--- src/rtl/cache_pkg.sv ---
// rtl/cache_pkg.sv - shared widths, defaults and state encoding for the address trace cache
// Ports: none (package).
package cache_pkg;

  localparam int ADDR_W           = 11;
  localparam int INDEX_BITS_DEF   = 4;
  localparam int OFFSET_BITS_DEF  = 2;
  localparam int MISS_PENALTY_DEF = 4;
  localparam int FIFO_DEPTH_DEF   = 4;
  localparam int CNT_W            = 32;
  localparam int DROP_W           = 16;
  localparam int PEN_W            = 8;

  typedef enum logic {
    ST_IDLE   = 1'b0,
    ST_REFILL = 1'b1
  } state_e;

endpackage

--- src/rtl/addr_fifo.sv ---
// rtl/addr_fifo.sv - pending-address queue with same-cycle push and pop allowed when full
// Ports:
//   clk, rst          clock, synchronous active-high reset (empties the queue)
//   push, push_data   enqueue request and data
//   pop               dequeue request (head advances)
//   head              oldest entry, meaningful while empty is low
//   full, empty       occupancy flags
module addr_fifo
  import cache_pkg::*;
#(
  parameter int WIDTH = ADDR_W,
  parameter int DEPTH = FIFO_DEPTH_DEF
) (
  input  logic             clk,
  input  logic             rst,
  input  logic             push,
  input  logic [WIDTH-1:0] push_data,
  input  logic             pop,
  output logic [WIDTH-1:0] head,
  output logic             full,
  output logic             empty
);

  localparam int PTR_W = $clog2(DEPTH);

  logic [WIDTH-1:0] mem_q [DEPTH];
  logic [PTR_W-1:0] rd_q;
  logic [PTR_W-1:0] wr_q;
  logic [PTR_W:0]   cnt_q;
  logic             do_push;
  logic             do_pop;

  assign empty   = (cnt_q == '0);
  assign full    = (cnt_q == (PTR_W+1)'(DEPTH));
  assign head    = mem_q[rd_q];
  assign do_pop  = pop && !empty;
  // A full queue still accepts a push when the head leaves in the same cycle.
  assign do_push = push && (!full || do_pop);

  always_ff @(posedge clk) begin
    if (rst) begin
      rd_q  <= '0;
      wr_q  <= '0;
      cnt_q <= '0;
    end else begin
      if (do_push) wr_q <= wr_q + PTR_W'(1);
      if (do_pop)  rd_q <= rd_q + PTR_W'(1);
      cnt_q <= cnt_q + (PTR_W+1)'(do_push) - (PTR_W+1)'(do_pop);
    end
  end

  always_ff @(posedge clk) begin
    if (do_push) mem_q[wr_q] <= push_data;
  end

endmodule

--- src/rtl/addr_trace_cache.sv ---
// rtl/addr_trace_cache.sv - direct-mapped tag cache model replaying a CPU address trace
// Ports:
//   clk, rst                 clock, synchronous active-high reset
//   addr_valid, address      trace input, no backpressure
//   hit, miss, lookup_addr   registered one-cycle lookup result and its address
//   busy                     high while a refill is in progress
//   hit_count, miss_count    saturating lookup totals
//   drop_count               saturating count of addresses lost on a full queue
module addr_trace_cache
  import cache_pkg::*;
#(
  parameter int INDEX_BITS   = INDEX_BITS_DEF,
  parameter int OFFSET_BITS  = OFFSET_BITS_DEF,
  parameter int MISS_PENALTY = MISS_PENALTY_DEF,
  parameter int FIFO_DEPTH   = FIFO_DEPTH_DEF
) (
  input  logic              clk,
  input  logic              rst,
  input  logic              addr_valid,
  input  logic [ADDR_W-1:0] address,
  output logic              hit,
  output logic              miss,
  output logic [ADDR_W-1:0] lookup_addr,
  output logic              busy,
  output logic [CNT_W-1:0]  hit_count,
  output logic [CNT_W-1:0]  miss_count,
  output logic [DROP_W-1:0] drop_count
);

  localparam int TAG_W = ADDR_W - INDEX_BITS - OFFSET_BITS;
  localparam int LINES = 1 << INDEX_BITS;

  state_e             state_q;
  logic [PEN_W-1:0]   pen_q;
  logic [LINES-1:0]   valid_q;
  logic [TAG_W-1:0]   tag_mem_q [LINES];
  logic [INDEX_BITS-1:0] fill_idx_q;
  logic [TAG_W-1:0]   fill_tag_q;
  logic               hit_q, miss_q;
  logic [ADDR_W-1:0]  lookup_addr_q;
  logic [CNT_W-1:0]   hit_count_q, hit_count_d;
  logic [CNT_W-1:0]   miss_count_q, miss_count_d;
  logic [DROP_W-1:0]  drop_count_q, drop_count_d;

  logic               fifo_push, fifo_pop, fifo_full, fifo_empty;
  logic [ADDR_W-1:0]  fifo_head;
  logic               in_idle, lk_valid, lk_hit, drop;
  logic [ADDR_W-1:0]  lk_addr;
  logic [INDEX_BITS-1:0] lk_idx;
  logic [TAG_W-1:0]   lk_tag;
  logic               fill_done;

  addr_fifo #(.WIDTH(ADDR_W), .DEPTH(FIFO_DEPTH)) u_fifo (
    .clk       (clk),
    .rst       (rst),
    .push      (fifo_push),
    .push_data (address),
    .pop       (fifo_pop),
    .head      (fifo_head),
    .full      (fifo_full),
    .empty     (fifo_empty)
  );

  always_comb begin
    in_idle   = (state_q == ST_IDLE);
    // Queued addresses are older than the live input, so they go first.
    lk_valid  = in_idle && (!fifo_empty || addr_valid);
    lk_addr   = fifo_empty ? address : fifo_head;
    lk_idx    = lk_addr[INDEX_BITS+OFFSET_BITS-1:OFFSET_BITS];
    lk_tag    = lk_addr[ADDR_W-1:INDEX_BITS+OFFSET_BITS];
    lk_hit    = valid_q[lk_idx] && (tag_mem_q[lk_idx] == lk_tag);
    fifo_pop  = in_idle && !fifo_empty;
    // While idle the live input only queues behind older entries; during refill it
    // queues if there is room.
    fifo_push = addr_valid && (in_idle ? !fifo_empty : !fifo_full);
    drop      = !in_idle && addr_valid && fifo_full;
    fill_done = (state_q == ST_REFILL) && (pen_q == '0);

    hit_count_d  = hit_count_q;
    miss_count_d = miss_count_q;
    drop_count_d = drop_count_q;
    if (lk_valid && lk_hit && (hit_count_q != '1))   hit_count_d  = hit_count_q + CNT_W'(1);
    if (lk_valid && !lk_hit && (miss_count_q != '1)) miss_count_d = miss_count_q + CNT_W'(1);
    if (drop && (drop_count_q != '1))                drop_count_d = drop_count_q + DROP_W'(1);
  end

  always_ff @(posedge clk) begin
    if (rst) begin
      state_q       <= ST_IDLE;
      pen_q         <= '0;
      valid_q       <= '0;
      fill_idx_q    <= '0;
      fill_tag_q    <= '0;
      hit_q         <= 1'b0;
      miss_q        <= 1'b0;
      lookup_addr_q <= '0;
      hit_count_q   <= '0;
      miss_count_q  <= '0;
      drop_count_q  <= '0;
    end else begin
      hit_q        <= lk_valid && lk_hit;
      miss_q       <= lk_valid && !lk_hit;
      if (lk_valid) lookup_addr_q <= lk_addr;
      hit_count_q  <= hit_count_d;
      miss_count_q <= miss_count_d;
      drop_count_q <= drop_count_d;
      case (state_q)
        ST_IDLE: begin
          if (lk_valid && !lk_hit) begin
            fill_idx_q <= lk_idx;
            fill_tag_q <= lk_tag;
            pen_q      <= PEN_W'(MISS_PENALTY - 1);
            state_q    <= ST_REFILL;
          end
        end
        ST_REFILL: begin
          if (pen_q == '0) begin
            valid_q[fill_idx_q] <= 1'b1;
            state_q             <= ST_IDLE;
          end else begin
            pen_q <= pen_q - PEN_W'(1);
          end
        end
        default: state_q <= ST_IDLE;
      endcase
    end
  end

  // Tags are qualified by valid_q, so this array carries no reset.
  always_ff @(posedge clk) begin
    if (fill_done && !rst) tag_mem_q[fill_idx_q] <= fill_tag_q;
  end

  assign hit         = hit_q;
  assign miss        = miss_q;
  assign lookup_addr = lookup_addr_q;
  assign busy        = (state_q == ST_REFILL);
  assign hit_count   = hit_count_q;
  assign miss_count  = miss_count_q;
  assign drop_count  = drop_count_q;

endmodule

--- config.mk ---
export PLATFORM = sky130hd
export DESIGN_NAME = addr_trace_cache
export DESIGN_NICKNAME = d
export VERILOG_FILES = /design/src/rtl/cache_pkg.sv /design/src/rtl/addr_fifo.sv /design/src/rtl/addr_trace_cache.sv
export SDC_FILE = /design/constraint.sdc
export NUM_CORES = 1
export LEC_CHECK = 0
export CAP_MARGIN = 10
export CORE_MARGIN = 2
export CORE_UTILIZATION = 30
export CTS_CLUSTER_SIZE = 14
export DETAILED_ROUTE_END_ITERATION = 8
export PLACE_DENSITY_LB_ADDON = 0.1
export SLEW_MARGIN = 10
export SYNTH_ARGS = -nofsm -noshare
export SYNTH_HDL_FRONTEND = slang
export SYNTH_HIERARCHICAL = 1
export SYNTH_SLANG_ARGS = --single-unit
export TNS_END_PERCENT = 1
--- constraint.sdc ---
create_clock -name clk -period 8.1 [get_ports clk]
set_input_delay 1.62 -clock clk [delete_from_list [all_inputs] [get_ports clk]]
set_output_delay 1.62 -clock clk [all_outputs]
set_load 0.02 [all_outputs]
==> Word-level counts from Yosys, hierarchy flattened <==
Memory sizes are Yosys's and may differ from the RTL's. A register that Yosys moved wholly into a read port is not among the register bits.
Cells that the tools add are included.
{ "word_totals": {"wordCells": 81, "ff_bits": 134, "n_memories": 2, "ram_bits": 124, "inputBits": 14} }
{ "memory_table": {"columns": ["name", "words", "word_bits", "read_ports", "rd_ports_with_merged_regs", "wr", "line_no", "source"], "rows": [
  ["tag_mem_q", 16, 5, 1, 0, 1, "addr_trace_cache.sv:36", "logic [TAG_W-1:0] tag_mem_q [LINES];"],
  ["u_fifo.mem_q", 4, 11, 1, 1, 1, "addr_fifo.sv:26", "logic [WIDTH-1:0] mem_q [DEPTH];"]
]} }
{ "op_classes": {"n_lt_le_gt_ge": 3, "add_sub_neg": 8, "muxes": 18, "n_eq_ne": 7, "reduce_logical": 27, "n_bitwise": 2} }
{ "ops": {"columns": ["cell", "count"], "rows": [
  ["adder 32 x 1 -> 32 bit (second input constant)", 2],
  ["inequality test 32 bit (second input constant)", 2],
  ["adder 16 x 1 -> 16 bit (second input constant)", 1],
  ["logical AND 1 bit", 16],
  ["two-way mux 8 bit", 2],
  ["inequality test 16 bit (second input constant)", 1],
  ["bitwise OR 16 bit", 1],
  ["one-hot mux 8 bit (2 select lines)", 1],
  ["two-way mux 11 bit", 1],
  ["< comparator 4 x 5 -> 1 bit (second input constant)", 2],
  ["two-way mux 1 bit", 9],
  ["zero test 8 bit", 1],
  ["subtractor 8 x 1 -> 8 bit (second input constant)", 1],
  ["AND reduction 2 bit", 3],
  ["equality test 5 bit", 1],
  ["adder 2 x 1 -> 2 bit (second input constant)", 2],
  ["binary-select mux 1 bit (select 4 bit)", 1],
  ["demux 1 bit (select 4 bit)", 1],
  ["greater-or-equal comparator 4 x 1 -> 1 bit (second input constant)", 1],
  ["zero test 1 bit", 4],
  ["two-way mux 2 bit", 2],
  ["adder 3 x 1 -> 3 bit", 1],
  ["equality test 3 bit (second input constant)", 1],
  ["zero test 3 bit", 1],
  ["other kinds (6)", 7]
]} }

==> Longest topological paths before layout <==
{ "depth": {"depth_word": 9, "depth_mapped": 17} }

==> Hierarchy <==
Netlist, hierarchy kept.
{ "modules_own_cells": {"columns": ["module", "instances", "cells_each", "area_each_um2"], "rows": [
  ["addr_trace_cache", 1, 881, 9285.2],
  ["addr_fifo", 1, 104, 2079.5]
]} }

==> Worst setup path after synthesis <==
No wires, ideal clock.
{ "synth_path": {"kind": "input-to-reg", "startpoint": "input port address[2]", "endpoint": "register miss_count_q[23] (netlist: miss_count[23])", "stages": 14, "arrival_ps": 4252, "path_slack_ps": 3728, "cell_sequence": "mux2i_4 -> buf_6 -> buf_6 -> mux4_2 -> a22oi_1 -> nand2_1 -> nand3_1 -> and4bb_1 -> buf_6 -> and2_4 -> buf_6 -> buf_6 -> nor3b_1 -> mux2_2"} }
{ "synth_via": {"elab_chain_len": 7} }
{ "synth_rtl": {"columns": ["element", "line_no", "source"], "rows": [
  ["start: declaration", "addr_trace_cache.sv:20", "input logic [ADDR_W-1:0] address,"],
  ["two-way mux 11 bit (*)", "addr_trace_cache.sv:68", "lk_addr = fifo_empty ? address : fifo_head;"],
  ["memory (16 x 5 bit) or binary-select mux 1 bit (select 4 bit) (tied branches)", null, null],
  ["equality test 5 bit or two-way mux 1 bit (tied branches)", "addr_trace_cache.sv:71", "lk_hit = valid_q[lk_idx] && (tag_mem_q[lk_idx] == lk_tag);"],
  ["logical AND 1 bit (*)", "addr_trace_cache.sv:71", null],
  ["zero test 1 bit (*)", "addr_trace_cache.sv:83", "if (lk_valid && !lk_hit && (miss_count_q != '1)) miss_count_d = miss_count_q + CNT_W'(1);"],
  ["logical AND 1 bit (*) (2 in a row)", "addr_trace_cache.sv:83", null],
  ["end signal: assignment", "addr_trace_cache.sv:105", "miss_count_q <= miss_count_d;"],
  ["end: declaration", "addr_trace_cache.sv:42", "logic [CNT_W-1:0] miss_count_q, miss_count_d;"]
]} }
Mark *: on every way between the ends. The rest lies on a longest branch, timed or not. The select of a mux whose other input is x is not followed.
A chain may end at the register's enable or synchronous reset.

==> Worst setup path in the final report <==
{ "layout_path": {"startpoint": "input port address[2]", "endpoint": "register hit_count_q[23] (netlist: hit_count[23])"} }
{ "layout_via": {"elab_chain_len": 6} }
{ "layout_rtl": {"columns": ["element", "line_no", "source"], "rows": [
  ["two-way mux 11 bit (*)", "addr_trace_cache.sv:68", null],
  ["memory (16 x 5 bit) or binary-select mux 1 bit (select 4 bit) (tied branches)", null, null],
  ["equality test 5 bit or two-way mux 1 bit (tied branches)", "addr_trace_cache.sv:71", null],
  ["logical AND 1 bit (*)", "addr_trace_cache.sv:71", null],
  ["logical AND 1 bit (*) (2 in a row)", "addr_trace_cache.sv:82", "if (lk_valid && lk_hit && (hit_count_q != '1)) hit_count_d = hit_count_q + CNT_W'(1);"],
  ["end signal: assignment", "addr_trace_cache.sv:104", "hit_count_q <= hit_count_d;"],
  ["end: declaration", "addr_trace_cache.sv:41", "logic [CNT_W-1:0] hit_count_q, hit_count_d;"]
]} }
Marked as above.

==> results by group <==
Placed design
  • Dpl cells: 1565
  • Port-buffer cells: 107
  • Final HPWL from detailed placement: 19800 um
  • Area post-placement: 12900 um^2
  • Dpl ws: 2120 ps
  • Final GP Congestion: 0.733

Synthesis
  • Cells after Synth: 985
  • #FFs+latches synth: 260
  • Main flop type after synthesis: dfxtp_1
  • Mapped Area: 11400 um^2
  • Unique masters post-synth: 72
  • Net Count, Synth: 1009
  • Avg Cell Area, Syn: 11.5 um^2
  • Sequential-to-total area share from yosys stat: 56.7%
  • Yosys warns: 6
  • Post-synth EDFFs: 124
  • Ys async rst share: 0%

CTS
  • Clk Latency, worst-skew pair: 560 ps
  • Post-CTS Hold Fix Bufs: 0
  • Postcts setup bufs: 0
  • CTS tree: built
  • Maximum clock path buffer count: 3
  • CTS clk-pin slew, worst paths: 60 ps
  • CTS buffer count: 30
  • CTS root buffer: clkbuf_16
  • Sink Count: 260
  • H-tree depth: 1
  • Cts repair resizes: 0

Layout
  • Finished Layout Cells: 1621
  • Final Cell Area: 14000 um^2
  • Util after Layout: 37.3%
  • Fill count: 3733
  • Ant. Diodes: 0
  • Area of the multi-input gates: 4570 um^2
  • P&R area growth vs syn: 23.0%
  • Seq. cell area: 6450 um^2
  • Layout cells sized above 1: 11.1%
  • Nets@finish: 1110

Worst setup path
  • Max FO, Critical Path: 21
  • CP Launch Type: input pin
  • Setup Crit Path Kind: in -> reg
  • Critical Path AT: 5830 ps
  • R2R Setup Slk: 2890 ps
  • Critical Path End Type: flop
  • Worst EP required: 8590 ps

Global routing
  • Overall Global Routing Usage: 15.1%
  • GR Overflow Total: 0
  • Global-route wire length before repair: 46100 um
  • Initial antenna violation count: 0
  • Largest net degree at the start of global routing: 57
  • Vias in the first global route: 7808

Floorplan
  • Die Ht: 199 um
  • Core ar.: 37500 um^2
  • FP Rows: 71
  • Initial Utilization: 30.3%
  • I/O pins: 108
  • Die X: 199 um
  • Die area: 39500 um^2

STA
  • Final WS setup: 2770 ps
  • Slew headroom: 39.1%
  • Worst slew pin tran: 910 ps
  • Tmin final: 5330 ps
  • Endpoints failing hold: 0
  • Count of final setup violators: 0
  • Setup_tns: 0 ps
  • RSZ-0062 raised after global routing: no
  • Max-slew violations: 0
  • Fmax: 188 MHz
  • Layout Skew: 9.16 ps
  • Fin crit share: 65.8%

Routing
  • Final wirelength: 29700 um
  • Vias: 8066
  • WL/cell: 18.4 um
  • Vias per inst: 4.98
  • Detail Route Antenna Nets: 0
  • Drt first pass iters: 7
  • DRT iter0 DRCs: 549
  • Remaining DRCs: 0

Min path
  • Min-Delay Path Class: reg -> reg

Power and ir drop
  • Leakage Power: 4.71 nW
  • VDD IR-drop max: 0.000161 V
  • Pwr Density: 303 nW/um^2

Status
  • Outcome: complete, no violations

Flow run
  • Max cap viols: 0
## kinds of logic (layout without fill, tap and decap cells)
| group | count (synthesis) | after routing | synth area share (%) |
|---|---|---|---|
| AOI/OAI and AO/OA | 173 | 173 | 10.3 |
| xor gates and xnor gates | 27 | 27 | 2.08 |
| adders and majority gates | 10 | 10 | 1.17 |
| buffers and inverters | 79 | 204 | 3.34 |
| DFF | 260 | 260 | 56.7 |
| muxes | 77 | 77 | 10.1 |
| and+or+nand+nor | 359 | 359 | 16.3 |
## per-stage QoR
step / total power [W] / hold WS (ps)
final: 0.00423 / 459
after global routing: 0.00446 / 489
after CTS: 0.00429 / 465
after detailed placement: 0.00283 / 440
after global placement: 0.00283 / 435
after floorplan: 0.00245 / 421
## worst max-delay path, cell delays in order
cell and delay, ps:
clkdlybuf4s50_1 520, mux2i_4 490, buf_4 380, mux4_1 590
nand2_1 80, nand4_1 120, xnor2_1 230, a2111oi_4 550
nand3_1 570, or3_1 530, a21oi_1 130
## power breakdown
group	leakage (nW)	internal [W]	switching (W)
sequential	2.23	0.00155	0.000156
combinational	1.97	0.000442	0.000635
clock	0.511	0.000869	0.000573
total	4.71	0.00287	0.00136
## routing by layer
metal,vias to the layer above,global-route usage [%],wire length [um]
li1,3908,-,-
met1,3963,21.2,14200
met2,157,23.9,13500
met3,38,2.93,1430
met4,0,3.48,532
met5,-,0,0
## worst paths after layout
| kind | start | to | cells after the start |
|---|---|---|---|
| worst max-delay path | address[2] | hit_count[23]$_SDFFE_PP0P_ | 11 |
| worst min-delay path | valid_q[2]$_SDFFE_PP0P_ | valid_q[2]$_SDFFE_PP0P_ | 1 |
| worst max register to register | flop | hit_count[23]$_SDFFE_PP0P_ | 11 |
| worst min register to register | valid_q[2]$_SDFFE_PP0P_ | valid_q[2]$_SDFFE_PP0P_ | 1 |
## state kept, by name, indices dropped and copies added, names as in the netlist, 8 cells and up, named ones only
name and cells:
drop_count 16, hit_count 32, lookup_addr 11, miss_count 32, pen_q 8, tag_mem_q 80
u_fifo/mem_q 44, valid_q 16
## cells in the mapped netlist (all sizes together) (17+ instances only)
cell	count	share of area [%]
edfxtp	124	33
o21ai	22	0.97
mux2	17	1.8
dfxtp	136	24
nand3	38	1.7
mux4	25	5.1
clkbuf	27	0.89
nor2	93	3.1
or3	24	1.3
inv	30	0.99
nor2b	17	0.94
buf	21	1.4
nand2	68	2.3
o31ai	23	1.6
nor3	17	0.75
nand4	18	0.99
and3	17	0.94
mux2i	35	3.2
or4	22	1.5
a21oi	50	2.2
a211oi	23	1.5
## placed cells by master, fill, tap and decap left out, drive strengths merged, types with 22 or more instances in the layout
cell type,instances
a211oi,23
a21oi,50
clkbuf,32
clkdlybuf4s50,106
dfxtp,136
edfxtp,124
inv,33
mux2i,35
mux4,25
nand2,68
nand3,38
nor2,93
o21ai,22
o31ai,23
or3,24
or4,22
## cell type report
cell class | instances | share of cell area [%]
multi-input combinational | 646 | 32.7
sequential | 260 | 46.1
clock inverter | 24 | 1.95
tap | 511 | 4.57
clock buffer | 32 | 5.65
timing repair buffer | 117 | 8.18
inverter | 31 | 0.832
Note: power is estimated with default switching activity, not from simulation.
